### config.mk
export PLATFORM = sky130hd
export DESIGN_NAME = seg7_scan_driver
export DESIGN_NICKNAME = d
export VERILOG_FILES = /design/src/rtl/seg7_scan_driver.sv
export SDC_FILE = /design/constraint.sdc
export NUM_CORES = 1
export LEC_CHECK = 0
export ABC_CLOCK_PERIOD_IN_PS = 4400
export BUFFER_PORTS_ARGS = -buffer_cell sky130_fd_sc_hd__buf_2
export CAP_MARGIN = 10
export CORE_ASPECT_RATIO = 0.7
export CORE_MARGIN = 1.5
export CORE_UTILIZATION = 30
export DETAILED_ROUTE_END_ITERATION = 16
export PLACE_DENSITY = 0.47
export REMOVE_ABC_BUFFERS = 1
export SETUP_SLACK_MARGIN = 0.3
export SYNTH_ARGS = -nofsm -noshare
export SYNTH_HDL_FRONTEND = slang
export SYNTH_SLANG_ARGS = --single-unit
### constraint.sdc
create_clock -name clk -period 4.4 [get_ports clk]
set_clock_uncertainty 0.2 [all_clocks]
set_input_delay 0.66 -clock clk [delete_from_list [all_inputs] [get_ports clk]]
set_output_delay 0.66 -clock clk [all_outputs]
set_load 0.02 [all_outputs]
### src/rtl/seg7_scan_driver.sv
// Multiplexed BCD seven-segment scan driver with a shadow register, frame-aligned
// display updates, leading-zero blanking and configurable output polarity.
module seg7_scan_driver #(
   parameter int unsigned NUM_DIGITS     = 4,
   parameter int unsigned SCAN_DIV       = 1000,
   parameter bit          SEG_ACTIVE_LOW = 1'b0,
   parameter bit          DIG_ACTIVE_LOW = 1'b0
) (
   input  logic                    clk,
   input  logic                    rst_n,
   input  logic                    en,
   input  logic                    load,
   input  logic [4*NUM_DIGITS-1:0] bcd_in,
   input  logic                    blank_lz,
   output logic [6:0]              seg,
   output logic [NUM_DIGITS-1:0]   dig_sel,
   output logic                    ack
);

   localparam int unsigned CNT_W = $clog2(SCAN_DIV);
   localparam int unsigned IDX_W = (NUM_DIGITS > 1) ? $clog2(NUM_DIGITS) : 1;
   localparam int unsigned BUS_W = 4 * NUM_DIGITS;

   localparam logic [6:0]            SEG_MASK = {7{SEG_ACTIVE_LOW}};
   localparam logic [NUM_DIGITS-1:0] DIG_MASK = {NUM_DIGITS{DIG_ACTIVE_LOW}};

   logic [CNT_W-1:0]      r_cnt;
   logic [IDX_W-1:0]      r_idx;
   logic [BUS_W-1:0]      r_shadow;
   logic [BUS_W-1:0]      r_disp;
   logic                  r_pending;
   logic                  r_ack;
   logic [6:0]            r_seg;
   logic [NUM_DIGITS-1:0] r_dig;

   logic                  w_tick;
   logic                  w_frame;
   logic [NUM_DIGITS:0]   w_hi_zero;
   logic [3:0]            w_cur;
   logic                  w_cur_lz;
   logic                  w_blank;
   logic [6:0]            w_seg_int;
   logic [NUM_DIGITS-1:0] w_dig_int;

   // Active-high segment pattern {a,b,c,d,e,f,g}; non-decimal nibbles show a dash.
   function automatic logic [6:0] f_decode(input logic [3:0] nib);
      logic [6:0] pat;
      case (nib)
         4'd0:    pat = 7'b1111110;
         4'd1:    pat = 7'b0110000;
         4'd2:    pat = 7'b1101101;
         4'd3:    pat = 7'b1111001;
         4'd4:    pat = 7'b0110011;
         4'd5:    pat = 7'b1011011;
         4'd6:    pat = 7'b1011111;
         4'd7:    pat = 7'b1110000;
         4'd8:    pat = 7'b1111111;
         4'd9:    pat = 7'b1111011;
         default: pat = 7'b0000001;
      endcase
      return pat;
   endfunction

   assign w_tick  = en && (r_cnt == CNT_W'(SCAN_DIV - 1));
   assign w_frame = w_tick && (r_idx == IDX_W'(NUM_DIGITS - 1));

   // w_hi_zero[k] is set when nibbles k..NUM_DIGITS-1 of the displayed value are all zero.
   always_comb begin
      w_hi_zero             = '0;
      w_hi_zero[NUM_DIGITS] = 1'b1;
      w_cur                 = 4'd0;
      w_cur_lz              = 1'b0;
      w_dig_int             = '0;
      for (int k = NUM_DIGITS - 1; k >= 0; k--) begin
         w_hi_zero[k] = w_hi_zero[k+1] && (r_disp[4*k +: 4] == 4'd0);
      end
      for (int k = 0; k < NUM_DIGITS; k++) begin
         if (r_idx == IDX_W'(k)) begin
            w_cur        = r_disp[4*k +: 4];
            w_cur_lz     = w_hi_zero[k];
            w_dig_int[k] = 1'b1;
         end
      end
   end

   assign w_blank   = blank_lz && (r_idx != IDX_W'(0)) && w_cur_lz;
   assign w_seg_int = w_blank ? 7'd0 : f_decode(w_cur);

   // Scan counters, shadow/display handoff at the frame boundary, registered outputs.
   always_ff @(posedge clk) begin
      if (!rst_n) begin
         r_cnt     <= '0;
         r_idx     <= '0;
         r_shadow  <= '0;
         r_disp    <= '0;
         r_pending <= 1'b0;
         r_ack     <= 1'b0;
         r_seg     <= SEG_MASK;
         r_dig     <= DIG_MASK;
      end else begin
         if (en) begin
            r_cnt <= w_tick ? '0 : r_cnt + CNT_W'(1);
         end
         if (w_tick) begin
            r_idx <= w_frame ? '0 : r_idx + IDX_W'(1);
         end
         if (load) begin
            r_shadow <= bcd_in;
         end
         if (w_frame && r_pending) begin
            r_disp <= r_shadow;
         end
         // A load coinciding with the boundary stays pending for the next frame.
         if (load) begin
            r_pending <= 1'b1;
         end else if (w_frame) begin
            r_pending <= 1'b0;
         end
         r_ack <= w_frame && r_pending;
         r_seg <= (en ? w_seg_int : 7'd0) ^ SEG_MASK;
         r_dig <= (en ? w_dig_int : '0) ^ DIG_MASK;
      end
   end

   assign seg     = r_seg;
   assign dig_sel = r_dig;
   assign ack     = r_ack;

endmodule

# Yosys cells after proc, flatten, opt, wreduce, memory -nomap -nowiden
# Memory sizes are Yosys's and may differ from the RTL's. A register that Yosys moved wholly into a read port is not among the register bits.
# Cells that the tools add are included.
# word_totals
romBits,112
n_memories,1
input_bits,21
out_inout_bits,12
reg_bits,50
# op_classes
addsub,2
n_bitwise,2
eq_ne,4
reduce_logical,17
mux,16
# mem_list
memory,words,width,read_ports,rd_ports_with_merged_regs,write_ports,line,text
(no name shown),16,7,1,1,0,48,case (nib)
# op_table
cell,n
$logic_not 4->1,4
$mux 4,4
$add 10x1->10 const B,1
$eq 10x10->1 const B,1
$mux 1,10
$mux 10,1
$logic_and 1x1->1,8
$eq 2x2->1 const B,2
$reduce_bool 2->1,2
$reduce_or 3->1,1
$add 2x1->2 const B,1
$eq 2x1->1 const B,1
$logic_not 2->1,1
$mux 2,1
$not 1->1,2
$reduce_and 2->1,1

# Longest topological paths before layout
# Gate-level depths: netlist of run 1.
# depth
word_depth,10
ltp_mapped,11
ltp_nobuf,10

# Worst setup path before layout of run 1
# No wires, ideal clock.
# synth_path
path_kind,register -> register
from,reg r_idx[1]
to,"reg r_seg[0], in the netlist seg[0]"
synth_period_minus_slack_ns,2.360
path_slack_ns,2.040
arrival_time_ns,2.089
required_time_ns,4.129
stages_incl_launch_ff,10
cell_sequence,dfxtp_1 inv_1 ha_1 clkbuf_1 a211o_1 o221ai_1 inv_1 ha_1 mux2_2 a21oi_1
# synth_via
elab_chain_cells,7
word_cells_on_any_way,16
classes_between,eq/ne: 3; mux: 8; reduce/logical: 5
# synth_lines
item,line,text
from (decl),28,logic [IDX_W-1:0] r_idx;
from (signal assigned),105,r_idx <= w_frame ? '0 : r_idx + IDX_W'(1);
$logic_not 2->1,78,if (r_idx == IDX_W'(k)) begin
$mux 1 (4 in series),78,
$logic_and 1x1->1,86,assign w_blank = blank_lz && (r_idx != IDX_W'(0)) && w_cur_lz;
$reduce_or 3->1 (no line),-,
to (decl),33,logic [6:0] r_seg;
# Parallel ways exist; a longest one is shown, timed or not.
# A chain may end at the register's enable or synchronous reset.

# Worst setup path in the final report of run 1
# Ends and elaborated chain as after synthesis.

==> results by group, run 1 <==
Run status
  – Status: completed

Worst setup path
  – Setup CP Type: reg -> reg
  – Slowest library cell on the worst path: o221ai_1
  – CP cell instances: ha_1, inv_1, o221ai_1, inv_1, ha_1, mux2_2, a21oi_1
  – Critical Path Fanout Max: 15
  – R2R depth: 7
  – Reg2Reg Launch Point: r_idx[1]
  – WP data required: 4.45 ns
  – Cell family with most CP delay: adder cells
  – Worst Setup Start Kind: flip-flop
  – CP arrival: 2.74 ns
  – FF-to-FF End: seg[0]
  – CP bufs+invs: 2
  – CP peak stage delay: 0.54 ns
  – Worst Setup End Kind: flip-flop
  – Reg2Reg Setup Slack: 1.71 ns

STA
  – Count of pins over their slew limit: 0
  – F_max: 0.372 GHz
  – Relative slew margins: 47.9%
  – Final count of hold timing violations: 0
  – Min Clock Period, post-route: 2.69 ns
  – Final setup violation count: 0
  – Worst hold slack: 0.289 ns
  – Post-route setup TNS: 0 ns
  – Unrepaired setup endpoints after global routing: false
  – Period utilisation layout: 61.1%
  – Slew @ Worst Pin: 0.781 ns

Synth
  – Most used DFF post-synth: dfxtp_1
  – Sequential area share after synthesis: 44.6%
  – Adder-Cell Fraction of Synth Area: 5.38%
  – Synth Register Bits: 57
  – Yosys top cell area share: 44.6%
  – Simple-Gate Fraction of Synth Area: 22.7%
  – Warnings, synthesis: 0
  – Area of the mapped netlist: 2560 µm²
  – Cell count after synthesis: 255
  – Compound-Gate Fraction of Synth Area: 7.54%
  – Ranking of synthesized cells by area: dfxtp_1 45%, mux2i_1 13%, nor2b_1 8.8%
  – Synth unique cells: 41
  – Post-Syn Area per Cell: 10.0 µm²
  – Largest family of logic cells by synthesized area: simple AND/OR/NAND/NOR gates
  – Number of enable flip-flop cells after synthesis: 0
  – Dominant cell type by area after synthesis: dfxtp_1
  – Mux share of post-synthesis cell area: 13.4%
  – Asr flop ratio synth: 0%
  – Post-synthesis xor/xnor area fraction: 2.74%

Global route
  – Vias in the first global route: 1742
  – First-pass GRT wire length: 8.80 mm
  – GRT Util Overall: 13.0%
  – Initial antenna violation count: 0
  – Largest net degree at the start of global routing: 46
  – GRT overflow: 0

Place
  – Placer congestion estimate: 0.755
  – Placed wire-length estimate: 3.68 mm
  – Placed cell count: 376
  – PortBufs: 32

Detailed routing
  – Via count: 1788
  – First drt pass iteration count: 4
  – Final WL: 5.18 mm
  – Vias per inst: 4.57
  – ANT nets after route: 0
  – Drt drc: 0
  – DR iter-0 viols: 65
  – Routed WL per cell: 13.3 µm

Floorplan
  – DIE AREA: 9090 µm²
  – Die Y: 80.2 µm
  – # IOs: 33
  – Starting Density: 31.7%
  – Core Region: 8070 µm²
  – Rows: 27
  – Chip width: 113 µm

Clocking
  – # Post-CTS Setup Buffers: 0
  – CTS H-Tree Depth: 3
  – Clock Path Buffers: 2
  – Clock sinks: 57
  – Clock latency on the worst-skew pair: 0.32 ns
  – CTS clk-pin slew, worst paths: 0.05 ns
  – Hold_buf cts: 0
  – Num CTS Buffers: 9
  – CTS tree: built
  – CTS resizes: 0
  – CTS Root Cell: clkbuf_16

Finish
  – Commonest non-fill, non-tap cells in the layout: 57 x dfxtp_1, 36 x nor2b_1, 33 x mux2i_1
  – Non-filler cells, final: 391
  – Commonest non-fill, non-tap cell in the layout: dfxtp_1
  – Layout net count: 318
  – Antenna cells: 0
  – Layout area overhead: 19.1%
  – Share of layout cells above drive strength 1: 16.9%

Worst hold path
  – Hold path start: r_pending
  – Hold Path Class: reg -> reg
  – Hold endpoint: ack
  – Hold depth: 1

Power and ir drop
  – Worst IR drop on VDD: 214 µV
  – Leakage: 1.26 nW
  – Power Density: 393 nW/µm²

Flow run
  – Max-Cap Viols: 0
[cells in the mapped netlist, drive strengths merged, types with 2 or more instances]
cell type and number:
and2 3, a211oi 3, and3 5, a21oi 5, buf 4, or3 2, nor4 5, nand2 11
nand3b 4, nor3 3, a21boi 3, o21ai 2, nand4 3, ha 11, or3b 3, nand3 6
clkbuf 9, o31ai 3, and3b 2, xor2 2, mux2i 33, a21o 2, inv 6, nor2 12
o221ai 2, xnor2 6, nor2b 36, nand2b 2, a211o 3, dfxtp 57
[flip-flops by register name, indices dropped and copies added (netlist names)]
| register | flops |
|---|---|
| seg | 7 |
| ack | 1 |
| dig_sel | 4 |
| r_pending | 1 |
| r_shadow | 16 |
| r_disp | 16 |
| r_idx | 2 |
| r_cnt | 10 |
[layer usage]
| metal | up-vias | share of wire, % | GRT usage [%] |
|---|---|---|---|
| met5 | - | 0 | 0 |
| met4 | 0 | 1.4 | 6.00 |
| met3 | 7 | 6.3 | 5.66 |
| met2 | 43 | 37 | 16.7 |
| met1 | 792 | 55 | 18.1 |
| li1 | 946 | - | - |
[stage by stage]
| stage | total power [mW] | util (%) | setup slack, ns | area [µm²] |
|---|---|---|---|---|
| global placement | 0.604 | 34.5 | 1.86 | 2790 |
| global route | 1.25 | 37.7 | 1.45 | 3050 |
| finish | 1.20 | 37.7 | 1.71 | 3050 |
| detailed placement | 0.604 | 34.5 | 1.75 | 2790 |
| CTS | 1.22 | 37.7 | 1.73 | 3050 |
| floorplan | 0.576 | - | 2.06 | 2490 |
[logic make-up after synthesis]
family / after synthesis
AND/OR/NAND/NOR: 98
flip-flops: 57
multiplexers: 34
AO/OA/AOI/OAI: 27
buffers and inverters: 20
adder cells (fa/ha/maj): 11
XOR/XNOR: 8
[worst register-to-register path: stages (launching register included)]
cell and delay, ns:
dfxtp_1 0.38, ha_1 0.48, inv_1 0.18, o221ai_1 0.54, inv_1 0.19, ha_1 0.25, mux2_2 0.26, a21oi_1 0.14
[area by class of cell]
type / instances / area, µm²
clock buffer: 15 / 258
fill: 829 / 5030
inverter: 6 / 22.5
multi-input combinational: 178 / 1320
sequential: 57 / 1140
tap: 101 / 126
timing repair buffer: 34 / 175
[how the worst max path moves through the flow]
| stage | start | to | cells after the start |
|---|---|---|---|
| final | r_idx[1] | seg[0] | 7 |
| after detailed placement | r_idx[1] | seg[0] | 7 |
| after global placement | r_idx[0] | seg[0] | 8 |
| after floorplan | en | r_disp[0] | 4 |
| after CTS | r_idx[1] | seg[0] | 7 |
| after global routing | r_idx[1] | seg[0] | 7 |
[power by group]
part	switching [mW]	leakage, nW	internal, mW
sequential	0.00733	0.465	0.532
clock	0.211	0.124	0.392
combinational	0.0273	0.667	0.0269
(Power assumes the default switching activity.)
==> run 2: changes to the inputs <==
- ABC_CLOCK_PERIOD_IN_PS: 4400 -> 2700
- clock period: 4.4 -> 2.7 ns (I/O delays scaled with it)
==> results by group, run 2 (same netlist as run 1, synthesis figures left out) <==
Floorplan
  – Rows: 27 (unchanged)
  – Chip width: 113 µm (unchanged)
  – Core Region: 8070 µm² (unchanged)
  – DIE AREA: 9090 µm² (unchanged)
  – Starting Density: 31.7% (unchanged)
  – # IOs: 33 (unchanged)
  – Die Y: 80.2 µm (unchanged)

STA
  – Post-route setup TNS: 0 ns (unchanged)
  – Count of pins over their slew limit: 0 (unchanged)
  – F_max: 0.434 GHz (+17%)
  – Final setup violation count: 0 (unchanged)
  – Final count of hold timing violations: 0 (unchanged)
  – Relative slew margins: 62.8% (+15 points)
  – Worst Slack Setup Final: 0.397 ns (-1.31 ns)
  – Min Clock Period, post-route: 2.30 ns (-0.386 ns)
  – Period utilisation layout: 85.3% (+24 points)
  – Slew @ Worst Pin: 0.558 ns (-0.223 ns)
  – Unrepaired setup endpoints after global routing: false

Place
  – Placed cell count: 377 (+0.27%)
  – DP Area: 2800 µm² (+0.27%)
  – Worst slack at placement: 0.0765 ns (-1.68 ns)
  – Placed wire-length estimate: 3.81 mm (+3.6%)
  – Placer congestion estimate: 0.740 (-2.0%)
  – PortBufs: 32 (unchanged)

Finish
  – Top flop regs: r_disp (16), r_shadow (16), r_cnt (10)
  – Layout area overhead: 22.3%
  – Share of layout cells above drive strength 1: 21.2% (+4.3 points)
  – Layout net count: 321 (+0.94%)
  – Non-filler cells, final: 394 (+0.77%)
  – Commonest non-fill, non-tap cell in the layout: dfxtp_1
  – Fin area: 3130 µm² (+2.7%)
  – Area of the multi-input gates: 1380 µm² (+4.0%)
  – Commonest non-fill, non-tap cells in the layout: 56 x dfxtp_1, 36 x nor2b_1, 33 x mux2i_1
  – Filler Cells Inserted: 828 (-0.12%)
  – Final Util: 38.7% (+1.0 points)
  – Storage element area: 1140 µm² (+0.11%)
  – Antenna cells: 0 (unchanged)

Power and ir drop
  – Sw Ratio: 20.8% (+0.26 points)
  – Gate power share: 4.6% (about the same)
  – Clock group share of total power: 50.2% (-0.2 points)
  – Worst IR drop on VDD: 368 µV (+72%)
  – Int Power: 1.54 mW (+62%)
  – Power Density: 622 nW/µm² (+58%)
  – Sequential share of power: 45.2% (about the same)
  – Net Switching: 0.404 mW (+65%)
  – Leakage: 1.28 nW (+2.2%)

Worst setup path
  – Slowest library cell on the worst path: dfxtp_1
  – Worst Setup Start Kind: flip-flop
  – WP data required: 2.73 ns (-1.72 ns)
  – CP arrival: 2.33 ns (-0.41 ns)
  – CP bufs+invs: 1 (-1)
  – Critical Path Fanout Max: 6 (-9)
  – R2R depth: 10 (+3)
  – Cell family with most CP delay: compound AO/OA/AOI/OAI gates
  – Worst Setup End Kind: flip-flop
  – CP peak stage delay: 0.34 ns (-0.20 ns)
  – Setup CP Type: reg -> reg
  – Worst path depth: 10 (+3)
  – CP cell instances: inv_1, ha_1, nand3b_1, a21o_1, a21oi_1, a21o_1, ha_1, nor2_1, nand3_1, o31ai_1

Detailed routing
  – Routed WL per cell: 13.7 µm (+3.7%)
  – Via count: 1830 (+2.3%)
  – DR iter-0 viols: 108 (+66%)
  – Drt drc: 0 (unchanged)
  – Vias per inst: 4.64 (+1.6%)
  – First drt pass iteration count: 6 (+2)
  – ANT nets after route: 0 (unchanged)
  – Final WL: 5.41 mm (+4.5%)

Flow run
  – Max-Cap Viols: 0 (unchanged)

Clocking
  – Clock sinks: 57 (unchanged)
  – Num CTS Buffers: 9 (unchanged)
  – CTS H-Tree Depth: 3 (unchanged)
  – CTS Root Cell: clkbuf_16
  – Clock latency on the worst-skew pair: 0.32 ns (about the same)
  – CTS tree: built
  – CTS clk-pin slew, worst paths: 0.05 ns (about the same)
  – Clock Path Buffers: 2 (unchanged)

Global route
  – Largest net degree at the start of global routing: 45 (-2.2%)
  – GRT Util Overall: 12.7% (-0.24 points)
  – Vias in the first global route: 1635 (-6.1%)
  – Initial antenna violation count: 0 (unchanged)
  – GRT overflow: 0 (unchanged)
  – First-pass GRT wire length: 8.63 mm (-2.0%)

Worst hold path
  – Hold depth: 3 (+2)
  – Hold Path Class: in -> reg

Run status
  – Status: completed
-- run 2: cell count changes in the layout (fill, tap and decap cells not counted), sizes merged --
cell,change
buf,+3
clkbuf,-4
clkinv,+4
-- run 2: power by group through the flow --
stage	sequential (mW)	combinational (mW)	clock (mW)
final	0.879	0.0887	0.977
after global routing	0.880	0.0985	1.06
after CTS	0.879	0.0907	1.02
after detailed placement	0.895	0.0903	0
after global placement	0.895	0.0897	0
after floorplan	0.898	0.0406	0
-- run 2: worst paths after layout --
kind / start / endpoint / slack, ns
setup / recovery: r_idx[0] / seg[3] / 0.40
hold / removal: bcd_in[11] / r_shadow[11] / 0.14
setup reg to reg: r_idx[0] / seg[3] / 0.40
hold reg to reg: r_cnt[1] / r_cnt[1] / 0.30
-- run 2: area by class of cell --
type                       count  share of cell area, %
multi-input combinational    178                   44.0
sequential                    57                   36.5
clock buffer                  11                   7.76
timing repair buffer          37                   6.32
tap                          101                   4.04
inverter                       6                  0.720
clock inverter                 4                  0.640
-- run 2: worst min-delay path, stage by stage --
cell	delay, ns
buf_2	0.07
mux2i_1	0.05
nor2b_1	0.09
-- run 2: layer usage --
metal | wire [µm] | part of all wire, % | track usage (%) | vias up
li1 | - | - | - | 949
met1 | 2950 | 54 | 18.5 | 833
met2 | 2100 | 39 | 15.7 | 40
met3 | 289 | 5.3 | 5.89 | 8
met4 | 74 | 1.4 | 4.88 | 0
met5 | 0 | 0 | 0 | -
-- run 2: repair_timing --
item	CTS	global route
pin swaps	0	1
hold buffers	0	0
gates resized for setup	3	6
buffers inserted	0	2
setup endpoints to repair	7	6
-- run 2: metrics by stage --
| step | hold WS [ns] | power (mW) |
|---|---|---|
| final | 0.141 | 1.94 |
| after global routing | 0.148 | 2.04 |
| after CTS | 0.128 | 1.99 |
| after detailed placement | 0.298 | 0.986 |
| after global placement | 0.290 | 0.985 |
| after floorplan | 0.267 | 0.939 |
